<file path="src/rtl/serial_subtractor_pkg.sv">
// Shared types and defaults for the bit-serial subtractor.
// State encoding is fixed so that debug traces stay comparable.
package serial_subtractor_pkg;

  localparam int DEFAULT_WIDTH = 8;

  typedef enum logic [1:0] {
    IDLE  = 2'd0,
    LOAD  = 2'd1,
    SHIFT = 2'd2,
    DONE  = 2'd3
  } state_e;

endpackage

</file>
<file path="src/rtl/serial_subtractor_if.sv">
// Operand/result bundle with the start/busy/done handshake.
// master drives operands; slave is the subtractor.
interface serial_subtractor_if #(
  parameter int WIDTH = serial_subtractor_pkg::DEFAULT_WIDTH
);

  logic             start;
  logic [WIDTH-1:0] a;
  logic [WIDTH-1:0] b;
  logic             busy;
  logic             done;
  logic [WIDTH-1:0] diff;
  logic             borrow_out;

  modport master (
    output start,
    output a,
    output b,
    input  busy,
    input  done,
    input  diff,
    input  borrow_out
  );

  modport slave (
    input  start,
    input  a,
    input  b,
    output busy,
    output done,
    output diff,
    output borrow_out
  );

endinterface

</file>
<file path="src/rtl/serial_subtractor_full_sub.sv">
// One-bit full subtractor cell: D = A - B - Bin.
// Purely combinational; reused unchanged by the serial datapath.
module full_sub (
  input  logic A,
  input  logic B,
  input  logic Bin,
  output logic D,
  output logic Bout
);

  always_comb begin
    D    = A ^ B ^ Bin;
    Bout = (~A & B) | (~(A ^ B) & Bin);
  end

endmodule

</file>
<file path="src/rtl/serial_subtractor.sv">
// Bit-serial WIDTH-bit subtractor, LSB first, one bit per clock.
// Result and final borrow are registered on entry to DONE.
module serial_subtractor
  import serial_subtractor_pkg::*;
#(
  parameter int WIDTH = DEFAULT_WIDTH
) (
  input  logic                clk,
  input  logic                rst,
  serial_subtractor_if.slave  bus
);

  localparam int CW = $clog2(WIDTH);
  localparam logic [CW-1:0] LAST = CW'(WIDTH - 1);

  state_e           state_q, state_d;
  logic [WIDTH-1:0] sr_a_q, sr_a_d;
  logic [WIDTH-1:0] sr_b_q, sr_b_d;
  logic [WIDTH-1:0] sr_d_q, sr_d_d;
  logic [CW-1:0]    cnt_q, cnt_d;
  logic             borrow_q, borrow_d;
  logic [WIDTH-1:0] diff_q, diff_d;
  logic             bo_q, bo_d;
  logic             fs_d;
  logic             fs_bout;

  full_sub u_fs (
    .A    (sr_a_q[0]),
    .B    (sr_b_q[0]),
    .Bin  (borrow_q),
    .D    (fs_d),
    .Bout (fs_bout)
  );

  always_comb begin
    state_d  = state_q;
    sr_a_d   = sr_a_q;
    sr_b_d   = sr_b_q;
    sr_d_d   = sr_d_q;
    cnt_d    = cnt_q;
    borrow_d = borrow_q;
    diff_d   = diff_q;
    bo_d     = bo_q;
    unique case (state_q)
      IDLE: begin
        if (bus.start) begin
          sr_a_d   = bus.a;
          sr_b_d   = bus.b;
          sr_d_d   = '0;
          borrow_d = 1'b0;
          cnt_d    = '0;
          state_d  = LOAD;
        end
      end
      LOAD: begin
        state_d = SHIFT;
      end
      SHIFT: begin
        sr_a_d   = sr_a_q >> 1;
        sr_b_d   = sr_b_q >> 1;
        sr_d_d   = {fs_d, sr_d_q[WIDTH-1:1]};
        borrow_d = fs_bout;
        // Last bit lands in sr_d on this edge, so capture the shifted value.
        if (cnt_q == LAST) begin
          diff_d  = {fs_d, sr_d_q[WIDTH-1:1]};
          bo_d    = fs_bout;
          state_d = DONE;
        end else begin
          cnt_d = cnt_q + 1'b1;
        end
      end
      DONE: begin
        state_d = IDLE;
      end
      default: begin
        state_d = IDLE;
      end
    endcase
  end

  always_ff @(posedge clk or posedge rst) begin
    if (rst) begin
      state_q  <= IDLE;
      sr_a_q   <= '0;
      sr_b_q   <= '0;
      sr_d_q   <= '0;
      cnt_q    <= '0;
      borrow_q <= 1'b0;
      diff_q   <= '0;
      bo_q     <= 1'b0;
    end else begin
      state_q  <= state_d;
      sr_a_q   <= sr_a_d;
      sr_b_q   <= sr_b_d;
      sr_d_q   <= sr_d_d;
      cnt_q    <= cnt_d;
      borrow_q <= borrow_d;
      diff_q   <= diff_d;
      bo_q     <= bo_d;
    end
  end

  always_comb begin
    bus.busy       = (state_q == LOAD) || (state_q == SHIFT);
    bus.done       = (state_q == DONE);
    bus.diff       = diff_q;
    bus.borrow_out = bo_q;
  end

endmodule

</file>
<file path="src/flat_wrapper.sv">
// flat-port wrapper written by rule: the top's interface ports become plain ports
module serial_subtractor_flat import serial_subtractor_pkg::*;
#(
  parameter int WIDTH = DEFAULT_WIDTH
)
  (clk, rst, bus_start, bus_a, bus_b, bus_busy, bus_done, bus_diff, bus_borrow_out);
  serial_subtractor_if #(.WIDTH(WIDTH)) bus_i ();
  input  logic clk;
  input  logic rst;
  input wire logic [$bits(bus_i.start)-1:0] bus_start;
  input wire logic [$bits(bus_i.a)-1:0] bus_a;
  input wire logic [$bits(bus_i.b)-1:0] bus_b;
  output wire logic [$bits(bus_i.busy)-1:0] bus_busy;
  output wire logic [$bits(bus_i.done)-1:0] bus_done;
  output wire logic [$bits(bus_i.diff)-1:0] bus_diff;
  output wire logic [$bits(bus_i.borrow_out)-1:0] bus_borrow_out;
  assign bus_i.start = bus_start;
  assign bus_i.a = bus_a;
  assign bus_i.b = bus_b;
  assign bus_busy = bus_i.busy;
  assign bus_done = bus_i.done;
  assign bus_diff = bus_i.diff;
  assign bus_borrow_out = bus_i.borrow_out;
  serial_subtractor #(.WIDTH(WIDTH)) u_core (.clk(clk), .rst(rst), .bus(bus_i));
endmodule
</file>
<file path="config.mk">
export PLATFORM = sky130hd
export DESIGN_NAME = serial_subtractor_flat
export DESIGN_NICKNAME = d
export VERILOG_FILES = /design/src/rtl/serial_subtractor_pkg.sv /design/src/rtl/serial_subtractor_if.sv /design/src/rtl/serial_subtractor_full_sub.sv /design/src/rtl/serial_subtractor.sv /design/src/flat_wrapper.sv
export SDC_FILE = /design/constraint.sdc
export NUM_CORES = 1
export LEC_CHECK = 0
export CORE_ASPECT_RATIO = 0.8
export CORE_MARGIN = 5
export CORE_UTILIZATION = 56
export DETAILED_ROUTE_END_ITERATION = 6
export HOLD_SLACK_MARGIN = 0.03
export PLACE_DENSITY = 0.83
export SLEW_MARGIN = 30
export SYNTH_ARGS = -nofsm -noshare
export SYNTH_HDL_FRONTEND = slang
export SYNTH_SLANG_ARGS = --single-unit
</file>
<file path="constraint.sdc">
create_clock -name clk -period 3.1 [get_ports clk]
set_clock_uncertainty 0.05 [all_clocks]
set_input_delay 0.93 -clock clk [delete_from_list [all_inputs] [get_ports clk]]
set_output_delay 0.93 -clock clk [all_outputs]
set_load 0.02 [all_outputs]
</file>
==> implementation parameters <==
Parameter                              Value

Outcome
  Outcome ... finished, final reports clean

Place
  Estimated wirelength of the detail-placed design ... about 2.4 mm
  Dpl cells ... between 200 and 250
  Port-buffer cells ... 29
  Final weighted congestion of routability-driven global placement ... 0.810

STA
  Part of the cycle the worst path needs ... 85.2%
  Setup_tns ... 0 ns
  Hold violation total from the final report ... 0
  Clock period minus final worst setup slack ... between 2 and 3 ns
  Highest attainable clock frequency ... about 380 MHz
  RSZ-0062 raised after global routing ... false
  Worst-margin pin slew ... between 0.6 and 0.7 ns
  Final setup violation count ... 0
  Worst Hold Slack ... around 0.45 ns
  Max-slew headroom at the worst pin ... around 59%
  Number of max-slew violations in the final report ... 0

Finish
  Post-synthesis to final-layout area growth ... 21.0%
  # diodes ... 0
  Nets@finish ... 201
  Final core utilization ... roughly 71%
  Layout Cells excl Fill ... around 220
  Fillcell total ... ~210
  Share of final-layout standard cells stronger than drive strength 1 ... between 10% and 20%

Synth
  List of most frequent post-synthesis cells ... sky130_fd_sc_hd__dfrtp_1, sky130_fd_sc_hd__a22o_1, sky130_fd_sc_hd__nand2b_1
  Cell area after technology mapping ... ~1800 µm²
  Commonest register cell after synthesis ... sky130_fd_sc_hd__dfrtp_1
  Post-synth net total ... 175
  Share of synthesized registers carrying an async set or reset ... 100%
  Most area-hungry cell type in the Yosys netlist ... sky130_fd_sc_hd__dfrtp_1
  Post-synthesis register bit count ... 38
  Area share of the leading cell type in the synthesized netlist ... between 50% and 60%
  Cell types with the largest area share after synthesis ... sky130_fd_sc_hd__dfrtp_1, sky130_fd_sc_hd__a22o_1, sky130_fd_sc_hd__mux2_2, sky130_fd_sc_hd__o221a_2, sky130_fd_sc_hd__ha_1
  Synthesis warning total ... 0
  Most common cell in the netlist ... sky130_fd_sc_hd__dfrtp_1
  EDFF count, synth ... 0
  Number of instances in the synthesized netlist ... roughly 150
  Part of the Yosys area used for sequential elements ... 52.6%
  Synthesized area per cell ... between 10 and 15 µm²
  Number of distinct standard cells referenced by the synthesized netlist ... 26

Worst setup path
  Number of cells on the worst reg-to-reg path ... 5
  Reg-to-reg setup timing slack ... roughly 0.99 ns
  Critical Path Start Type ... flip-flop
  Reg-to-reg startpoint ... u_core.state_q[0]
  Capture point of the worst reg-to-reg path ... u_core.sr_b_q[2]
  Max incr delay on CP ... between 0.6 and 0.7 ns
  Count of buffering cells on the critical path with inverters included ... 2
  Cell Chain, Critical Path ... inv_1 > ha_1 > clkdlybuf4s50_1
  Worst endpoint required time ... ~2.1 ns
  Slowest cell on the critical path ... sky130_fd_sc_hd__clkdlybuf4s50_1
  Data arrival time at the worst-slack endpoint ... roughly 1.7 ns
  Critical-path maximum fanout ... 4
  Critical Setup Path Class ... flip-flop to output pin
  CP delay by family, top ... buffers and inverters
  Crit path capture type ... output pin

Clock tree
  Post-CTS setup buffer count ... 0
  Number of clock sinks ... 38
  CTS hold repair buffers ... 0
  Clock input transition at the sequential cells of the worst setup and hold paths ... roughly 0.070 ns
  CTS H-tree lvls ... 2
  CTS root buffer ... sky130_fd_sc_hd__clkbuf_8
  TritonCTS Buffers ... 5
  Insertion delay of the later-clocked pin in the worst-skew pair ... 0.29 ns
  Post-CTS resize count ... 0
  Maximum root-to-sink buffer count ... 2
  CTS tree ... done

Global route
  Global-route met1 utilization ... a little under a quarter
  Global-route congestion overflow total ... 0
  Total GRT Usage ... ~18%
  First-pass GRT wire length ... 5.98 mm
  Antenna violations before repair ... 0
  Met2 GRT Util ... 28.8%
  Maximum number of pins on one net before global-route repair ... 39
  Met3 demand-to-capacity share in global routing ... approximately 4.6%
  Via count of the first global-routing pass ... about 1300
  Highest-utilization routing layer at the global route stage ... met2

Floorplanning
  Site row count ... 18
  Die extent in x ... between 70 and 80 µm
  Die Area ... approximately 4500 µm²
  Initial core utilization ... between 50% and 60%
  Top-level I/O count ... 30
  Floorplan core area ... 3090 µm²
  Die extent in y ... around 60 µm

Job
  Number of maximum-capacitance violations ... 0

Drt
  DRT iter0 DRCs ... 108
  Total via count after detailed routing ... about 1200
  Final wirelength ... 3.37 mm
  Residual DRC ... 0
  First-pass iteration count of the detailed router ... 4
  Via-per-instance ratio ... approximately 5.7
  Antenna Violating Nets Remaining ... 0
  Per-cell routed wire length ... around 16 µm

Power
  Cell Pwr Density ... about 950 nW/µm²
  Maximum ir drop on the vdd rail ... slightly above 0.7 mV
  Static leakage ... 0.971 nW

Min path
  Hold_sp ... u_core.bus.borrow_out
  Hold Path Depth ... 2
  Endpoint, Worst Hold ... u_core.bus.borrow_out
  Worst min path class ... flip-flop to flip-flop
[worst max-delay path by stage]
stage,slack [ns],start,depth (start not counted),end
finish,0.46,u_core.state_q[1],3,bus_busy
global route,0.38,u_core.state_q[1],3,bus_busy
CTS,0.45,u_core.state_q[1],3,bus_busy
detailed placement,0.49,bus_start,4,u_core.state_q[1]
global placement,0.53,bus_start,4,u_core.sr_a_q[2]
floorplan,1.24,bus_start,5,u_core.sr_a_q[1]
[state kept, by name, indices dropped and copies added (netlist names)]
signal	cells
u_core.borrow_q	1
u_core.bus.borrow_out	1
u_core.bus.diff	8
u_core.cnt_q	3
u_core.sr_a_q	8
u_core.sr_b_q	8
u_core.sr_d_q	7
u_core.state_q	2
[per-layer routing]
layer  vias up  wire length [µm]
li1        589                 -
met1       603              1530
met2        29              1660
met3         2               163
met4         0                20
met5         -                 0
[worst reg2reg max path: cells and delay by family, from the launching register on]
family	cells	cell delay, ns
compound gates	1	0.34
fa+ha+maj	1	0.48
buf+inv	1	0.11
flops	1	0.40
simple gates	2	0.62
[cells in the final DEF (no fill, tap or decap)]
cell                              netlist  routed
sky130_fd_sc_hd__or2b_1                 5       5
sky130_fd_sc_hd__o21ai_0                5       5
sky130_fd_sc_hd__nor2b_4                1       1
sky130_fd_sc_hd__a21oi_1                8       8
sky130_fd_sc_hd__dfrtp_1               38      38
sky130_fd_sc_hd__buf_4                  1       2
sky130_fd_sc_hd__or2_0                  1       1
sky130_fd_sc_hd__o221a_2                7       7
sky130_fd_sc_hd__o32a_1                 1       1
sky130_fd_sc_hd__fa_1                   1       1
sky130_fd_sc_hd__mux2_2                 9       9
sky130_fd_sc_hd__nand2_1                7       7
sky130_fd_sc_hd__nand2b_1              12      12
sky130_fd_sc_hd__mux2i_1                1       1
sky130_fd_sc_hd__nor2_1                 1       1
sky130_fd_sc_hd__ha_1                   6       6
sky130_fd_sc_hd__nand3_1                7       7
sky130_fd_sc_hd__clkbuf_8               0       8
sky130_fd_sc_hd__inv_1                  6       6
sky130_fd_sc_hd__a221o_1                7       7
sky130_fd_sc_hd__a22o_1                12      12
sky130_fd_sc_hd__nor2b_2                1       1
sky130_fd_sc_hd__or2_2                  1       1
sky130_fd_sc_hd__clkdlybuf4s50_1        0      29
[layout make-up]
type | count | area, µm² | share of cell area [%]
flip-flops and latches | 38 | 951 | 43.5
multi-input cells | 93 | 748 | 34.2
repair buffers | 31 | 305 | 14.0
clock buffers | 8 | 110 | 5.03
well taps | 40 | 50.0 | 2.29
inverters | 6 | 22.5 | 1.03
[cells by family after synthesis]
group,share of synthesized area (%)
muxes,6.16
DFF,52.6
AOI/OAI and AO/OA,18.2
buffers and inverters,6.02
and+or+nand+nor,11.8
adders and majority gates,5.26
[through the flow]
step                total power [mW]  cell area, µm²  setup slack (ns)
floorplan                       1.51            1810              1.24
global placement                1.63            2080             0.528
detailed placement              1.69            2080             0.494
CTS                             2.09            2190             0.450
global route                    2.23            2190             0.383
finish                          2.08            2190             0.459
[power breakdown]
group          internal (mW)  total [mW]  leakage (nW)  switching (mW)
Combinational          0.451       0.885         0.425           0.434
Sequential             0.675       0.800         0.488           0.124
Clock                  0.224       0.392        0.0575           0.167
(Power assumes the default switching activity.)
==> patch 1, RTL diff (same settings) <==
Encoding of `state_e`: now Gray code (2 bits for 4 states).
--- a/src/rtl/serial_subtractor_pkg.sv
+++ b/src/rtl/serial_subtractor_pkg.sv
@@ -6,8 +6,8 @@
 
   typedef enum logic [1:0] {
-    IDLE  = 2'd0,
-    LOAD  = 2'd1,
-    SHIFT = 2'd2,
-    DONE  = 2'd3
+    IDLE  = 2'b00,
+    LOAD  = 2'b01,
+    SHIFT = 2'b11,
+    DONE  = 2'b10
   } state_e;
 
Behaviour: no difference found for any inputs over 10 cycles, from zero or initial values and one cycle with rst high; not proved beyond that.
==> patch 1 against the unedited design <==
Global-route usage increased by 2.9 points; largest cell class unchanged; wire length increased by 18%; count of clock-buffer cells in the layout decreased by 3; synthesized area increased by 2.0%; setup slack got worse by 0.036 ns; final area decreased by 0.40%; synthesized cell count increased by 19%; power increased by 13%; critical path type unchanged; sequential cell count unchanged; sequential power increased by 14%.
==> patch 1: results (changes against the unedited design) <==
Run status
The flow ran to the end, and the final reports show no timing, DRC or antenna violations.

Layout
The final-layout fill cell count was 225 (+5.1%). The fraction of layout instances using a drive strength above 1 is 12.4% (-4.1 points). The final-stage net count is 224 (+11%).

Route
The total via count in the routed design is 1476 (+21%). The count of routing violations after the opening detailed-route iteration is 175 (+62%). The average vias per placed instance is 6.10 (+7.7%).

The mean routed wirelength per cell is 16.4 um (+5.2%). The length of the first detailed-routing pass in iterations is 5 (+1).

Timing
The worst hold margin is 0.437 ns (-0.00991 ns). The worst setup slack after layout is 0.423 ns (-0.0356 ns). The transition time of the tightest slew-check pin is 0.796 ns (+0.180 ns).

Power and ir drop
The leakage power is 0.962 nW (-0.87%). The ratio of total power to cell area is 1080 mW/mm2 (+13%). The worst vdd rail ir drop is 0.000544 V (-25%).

Clock network
The cts-stage hold buffer count was 0 (unchanged). The setup fix buffers added after clock tree synthesis is 0 (unchanged).

Setup path
The launching instance or port of the critical path is u_core.state_q[0]$_DFFE_PP0P_. The worst register-to-register path begins at u_core.state_q[1]$_DFFE_PP0P_. The delay of the slowest critical-path stage was 0.65 ns (+0.04 ns). The path depth of the worst reg2reg path is 4 (-1). On the critical path, the stage with the largest delay is an instance of sky130_fd_sc_hd__clkdlybuf4s50_1. The critical path arrival is 1.70 ns (+0.04 ns). The critical path ends at bus_done. The maximum fanout along the worst path came to 8 (+4). In this run the critical register-to-register path is captured at u_core.sr_a_q[0]$_DFFE_PP0P_. The worst-case register-to-register setup slack was 1.43 ns (+0.44 ns).

Placed design
The total half-perimeter wirelength after legalization and detailed placement is 2800 um (+19%). The placement-stage worst setup slack came to 0.645 ns (+0.151 ns). The post-placement cell count came to 235 (+13%). The placer's final routability congestion estimate is 0.751 (-7.4%). The cell area after placement is 0.00210 mm2 (+1.1%).

Logic synthesis
After synthesis, the cell types taking the most area are sky130_fd_sc_hd__dfrtp_1 52%, sky130_fd_sc_hd__nand3_1 7.6%, sky130_fd_sc_hd__a32oi_1 6.6%. The compound-gate portion of the synthesized area is 15.8% (-2.4 points). The share of synthesized cell area in full adder, half adder and majority cells is 2.44% (-2.8 points). In the synthesized netlist, the cells that appear most often are 38 x sky130_fd_sc_hd__dfrtp_1, 28 x sky130_fd_sc_hd__nand3_1, 16 x sky130_fd_sc_hd__nand2_1, 16 x sky130_fd_sc_hd__nor2_1, 14 x sky130_fd_sc_hd__a32oi_1. The register area share after synthesis was 51.6% (-1.0 points). The net count after synthesis is 200 (+14%). The number of cells produced by synthesis is 178 (+19%). The number of different library cells in the post-synthesis netlist was 28 (+7.7%).

The mux cell area share after synthesis was 5.43% (-0.73 points).

Global route
The wire length of the first global-routing pass is 6860 um (+15%). The number of global-route vias before repair is 1411 (+12%). The overall fraction of global-route tracks in use is 20.4% (+2.9 points).

Worst hold path
The cell count of the worst hold path is 2 (unchanged).
==> patch 1: changes by cell type after synthesis, moves of 5 or more <==
cell,delta
sky130_fd_sc_hd__nand3_1,+21
sky130_fd_sc_hd__nor2_1,+15
sky130_fd_sc_hd__a32oi_1,+14
sky130_fd_sc_hd__a22o_1,-12
sky130_fd_sc_hd__nand2b_1,-11
sky130_fd_sc_hd__nand2_1,+9
sky130_fd_sc_hd__a221o_1,-7
sky130_fd_sc_hd__o221a_2,-7
sky130_fd_sc_hd__o22ai_1,+7
sky130_fd_sc_hd__or2b_1,-5
==> patch 1: tightest hold or removal path, cell delays in order (launching register included) <==
cell	delay (ns)
sky130_fd_sc_hd__dfrtp_1	0.35
sky130_fd_sc_hd__nand2_1	0.04
sky130_fd_sc_hd__o21ai_0	0.06
==> patch 1: area by class of cell <==
type	count	share of cell area, %
sequential	38	43.7
clock inverter	2	0.460
inverter	4	0.689
multi-input combinational	119	34.7
tap	40	2.30
timing repair buffer	34	15.0
clock buffer	5	3.16
==> patch 1: power breakdown <==
group	internal [mW]	switching [mW]	total [mW]
Sequential	0.727	0.187	0.914
Clock	0.151	0.173	0.324
Combinational	0.486	0.619	1.11
==> patch 1: layer usage <==
layer  vias to the layer above  wire length [um]  track usage, %
met1                       721              1740            27.5
met3                         7               252            5.38
met5                         -                 0               0
met2                        60              1900            30.9
met4                         0                78            10.3
li1                        688                 -               -
==> patch 1: kinds of logic after synthesis <==
family / Yosys count
adders and majority gates: 3
AOI/OAI and AO/OA: 40
and+or+nand+nor: 67
buffers and inverters: 21
muxes: 9
DFF: 38
==> patch 2, RTL diff (same settings) <==
Made on the original files. `DEFAULT_WIDTH`: 8 -> 16.
--- a/src/rtl/serial_subtractor_pkg.sv
+++ b/src/rtl/serial_subtractor_pkg.sv
@@ -3,5 +3,5 @@
 package serial_subtractor_pkg;
 
-  localparam int DEFAULT_WIDTH = 8;
+  localparam int DEFAULT_WIDTH = 16;
 
   typedef enum logic [1:0] {
Ports: changed (resized bus_a, bus_b and bus_diff); port bits go from 30 to 54. The function was not compared with the original's and may differ.
==> patch 2 against the unedited design <==
Combinational power is 47% higher; utilization is 1.9 points higher; power rose by 75%; sequential cell count up 33; synthesized area rose by 77%; final area rose by 83%; sequential share of layout area is 0.95 points higher; highest routed layer unchanged; synthesized cell count grew 77%; setup slack got worse by 0.057 ns; wire length rose by 84%; clock power up 130%; non-clock buffer count rose by 25.
==> patch 2: results (changes against the unedited design) <==
Run status
The run finished with clean final reports.

Clock network
The clock latency of the later-clocked register in the worst-skew pair is 0.34 ns (+0.05 ns). The root buffer cell chosen for the clock tree is sky130_fd_sc_hd__clkbuf_8. The number of gates resized after cts is 0 (unchanged). The number of buffers on the longest clock path is 2 (unchanged). The number of buffers inserted during clock tree synthesis is 9 (+4).

The number of H-tree levels was 3 (+1).

Logic synthesis
In the synthesized netlist, the cells that appear most often are 71 x sky130_fd_sc_hd__dfrtp_1, 40 x sky130_fd_sc_hd__nand2_1, 30 x sky130_fd_sc_hd__mux2i_1, 29 x sky130_fd_sc_hd__o21ai_0, 15 x sky130_fd_sc_hd__a22o_1. The number of cells produced by synthesis is 263 (+77%). The net count after synthesis came to 303 (+73%). The number of different library cells in the post-synthesis netlist is 34 (+31%). Yosys attributes the largest share of cell area to sky130_fd_sc_hd__dfrtp_1 56%, sky130_fd_sc_hd__mux2i_1 9.4%, sky130_fd_sc_hd__nand2_1 4.7%.

The proportion of register bits with asynchronous set or reset after synthesis is 100% (unchanged). The register area share after synthesis is 55.6% (+3.0 points).

Route
The total via count in the routed design is 2117 (+73%). The mean routed wirelength per cell is 15.7 um (+0.53%). The length of the first detailed-routing pass in iterations is 7 (+3). The count of routing violations after the opening detailed-route iteration is 124 (+15%).

Power and ir drop
The worst vdd rail ir drop is 0.000898 V (+24%). The leakage power is 1.84 nW (+90%). The ratio of total power to cell area came to 910 mW/mm2 (-4.1%).

The internal power came to 2.37 mW (+76%). The flip-flop and latch power is 1.42 mW (+77%). The combinational logic power is 1.30 mW (+47%).

Placed design
The count of port buffers added during placement came to 53 (+83%). The cell area after placement was 0.00374 mm2 (+80%). The placer's final routability congestion estimate is 0.842 (+3.9%). The placement-stage worst setup slack is 0.460 ns (-0.0347 ns). The post-placement cell count is 380 (+83%). The total half-perimeter wirelength after legalization and detailed placement is 3990 um (+70%).

Global route
The number of antenna violations at the first check in global routing is 0 (unchanged). The maximum number of pins on one net before global-route repair is 77 (+97%). The overall fraction of global-route tracks in use came to 18.9% (+1.4 points).

The number of global-route vias before repair is 2222 (+76%). The wire length of the first global-routing pass is 10800 um (+81%).

Layout
The final-stage net count was 353 (+76%). The number of non-filler instances in the completed layout is 396 (+83%). The fraction of layout instances using a drive strength above 1 is 13.8% (-2.6 points). The final-layout fill cell count is 400 (+87%).

Worst hold path
The cell count of the worst hold path is 2 (unchanged).

Timing
The worst slew margin relative to its limit was 61.9% (+3.0 points).

Setup path
The critical path arrival is 1.72 ns (+0.06 ns). The maximum fanout along the worst path is 3 (-1). The path depth of the worst reg2reg path is 5 (unchanged).
## patch 2: metal layers
layer | vias up | track usage [%] | wire length [um]
li1 | 1029 | - | -
met5 | - | 0 | 0
met2 | 48 | 30.2 | 3020
met4 | 0 | 5.19 | 36
met1 | 1038 | 25.2 | 2880
met3 | 2 | 5.90 | 276
## patch 2: cell families (layout without fill, tap and decap cells)
| family | after synthesis | after routing | synth area share [%] |
|---|---|---|---|
| muxes | 49 | 49 | 17.1 |
| DFF | 71 | 71 | 55.6 |
| adders and majority gates | 5 | 5 | 2.19 |
| buffers and inverters | 24 | 79 | 5.13 |
| AOI/OAI and AO/OA | 62 | 62 | 12.2 |
| and+or+nand+nor | 52 | 52 | 7.76 |
## patch 2: final timing paths
check                                              start                              to  slack [ns]
min reg2reg                u_core.sr_a_q[14]$_DFFE_PP0P_   u_core.sr_a_q[14]$_DFFE_PP0P_        0.44
max in group asynchronous                            rst    u_core.sr_b_q[8]$_DFFE_PP0P_        1.76
min in group asynchronous                            rst  u_core.bus.diff[1]$_DFFE_PP0P_        0.94
max reg2reg                u_core.state_q[0]$_DFFE_PP0P_    u_core.sr_a_q[2]$_DFFE_PP0P_        1.12
min                        u_core.sr_a_q[14]$_DFFE_PP0P_   u_core.sr_a_q[14]$_DFFE_PP0P_        0.44
max                        u_core.state_q[0]$_DFFE_PP0P_                        bus_busy        0.40
## patch 2: cell type report
cell class / instances / area, um2 / share of cell area (%)
Clock buffer: 11 / 151 / 3.79
Timing Repair Buffer: 56 / 578 / 14.5
Inverter: 7 / 26.3 / 0.657
Multi-Input combinational cell: 168 / 1260 / 31.6
Sequential cell: 71 / 1780 / 44.4
Clock inverter: 5 / 104 / 2.60
Tap cell: 78 / 97.6 / 2.44
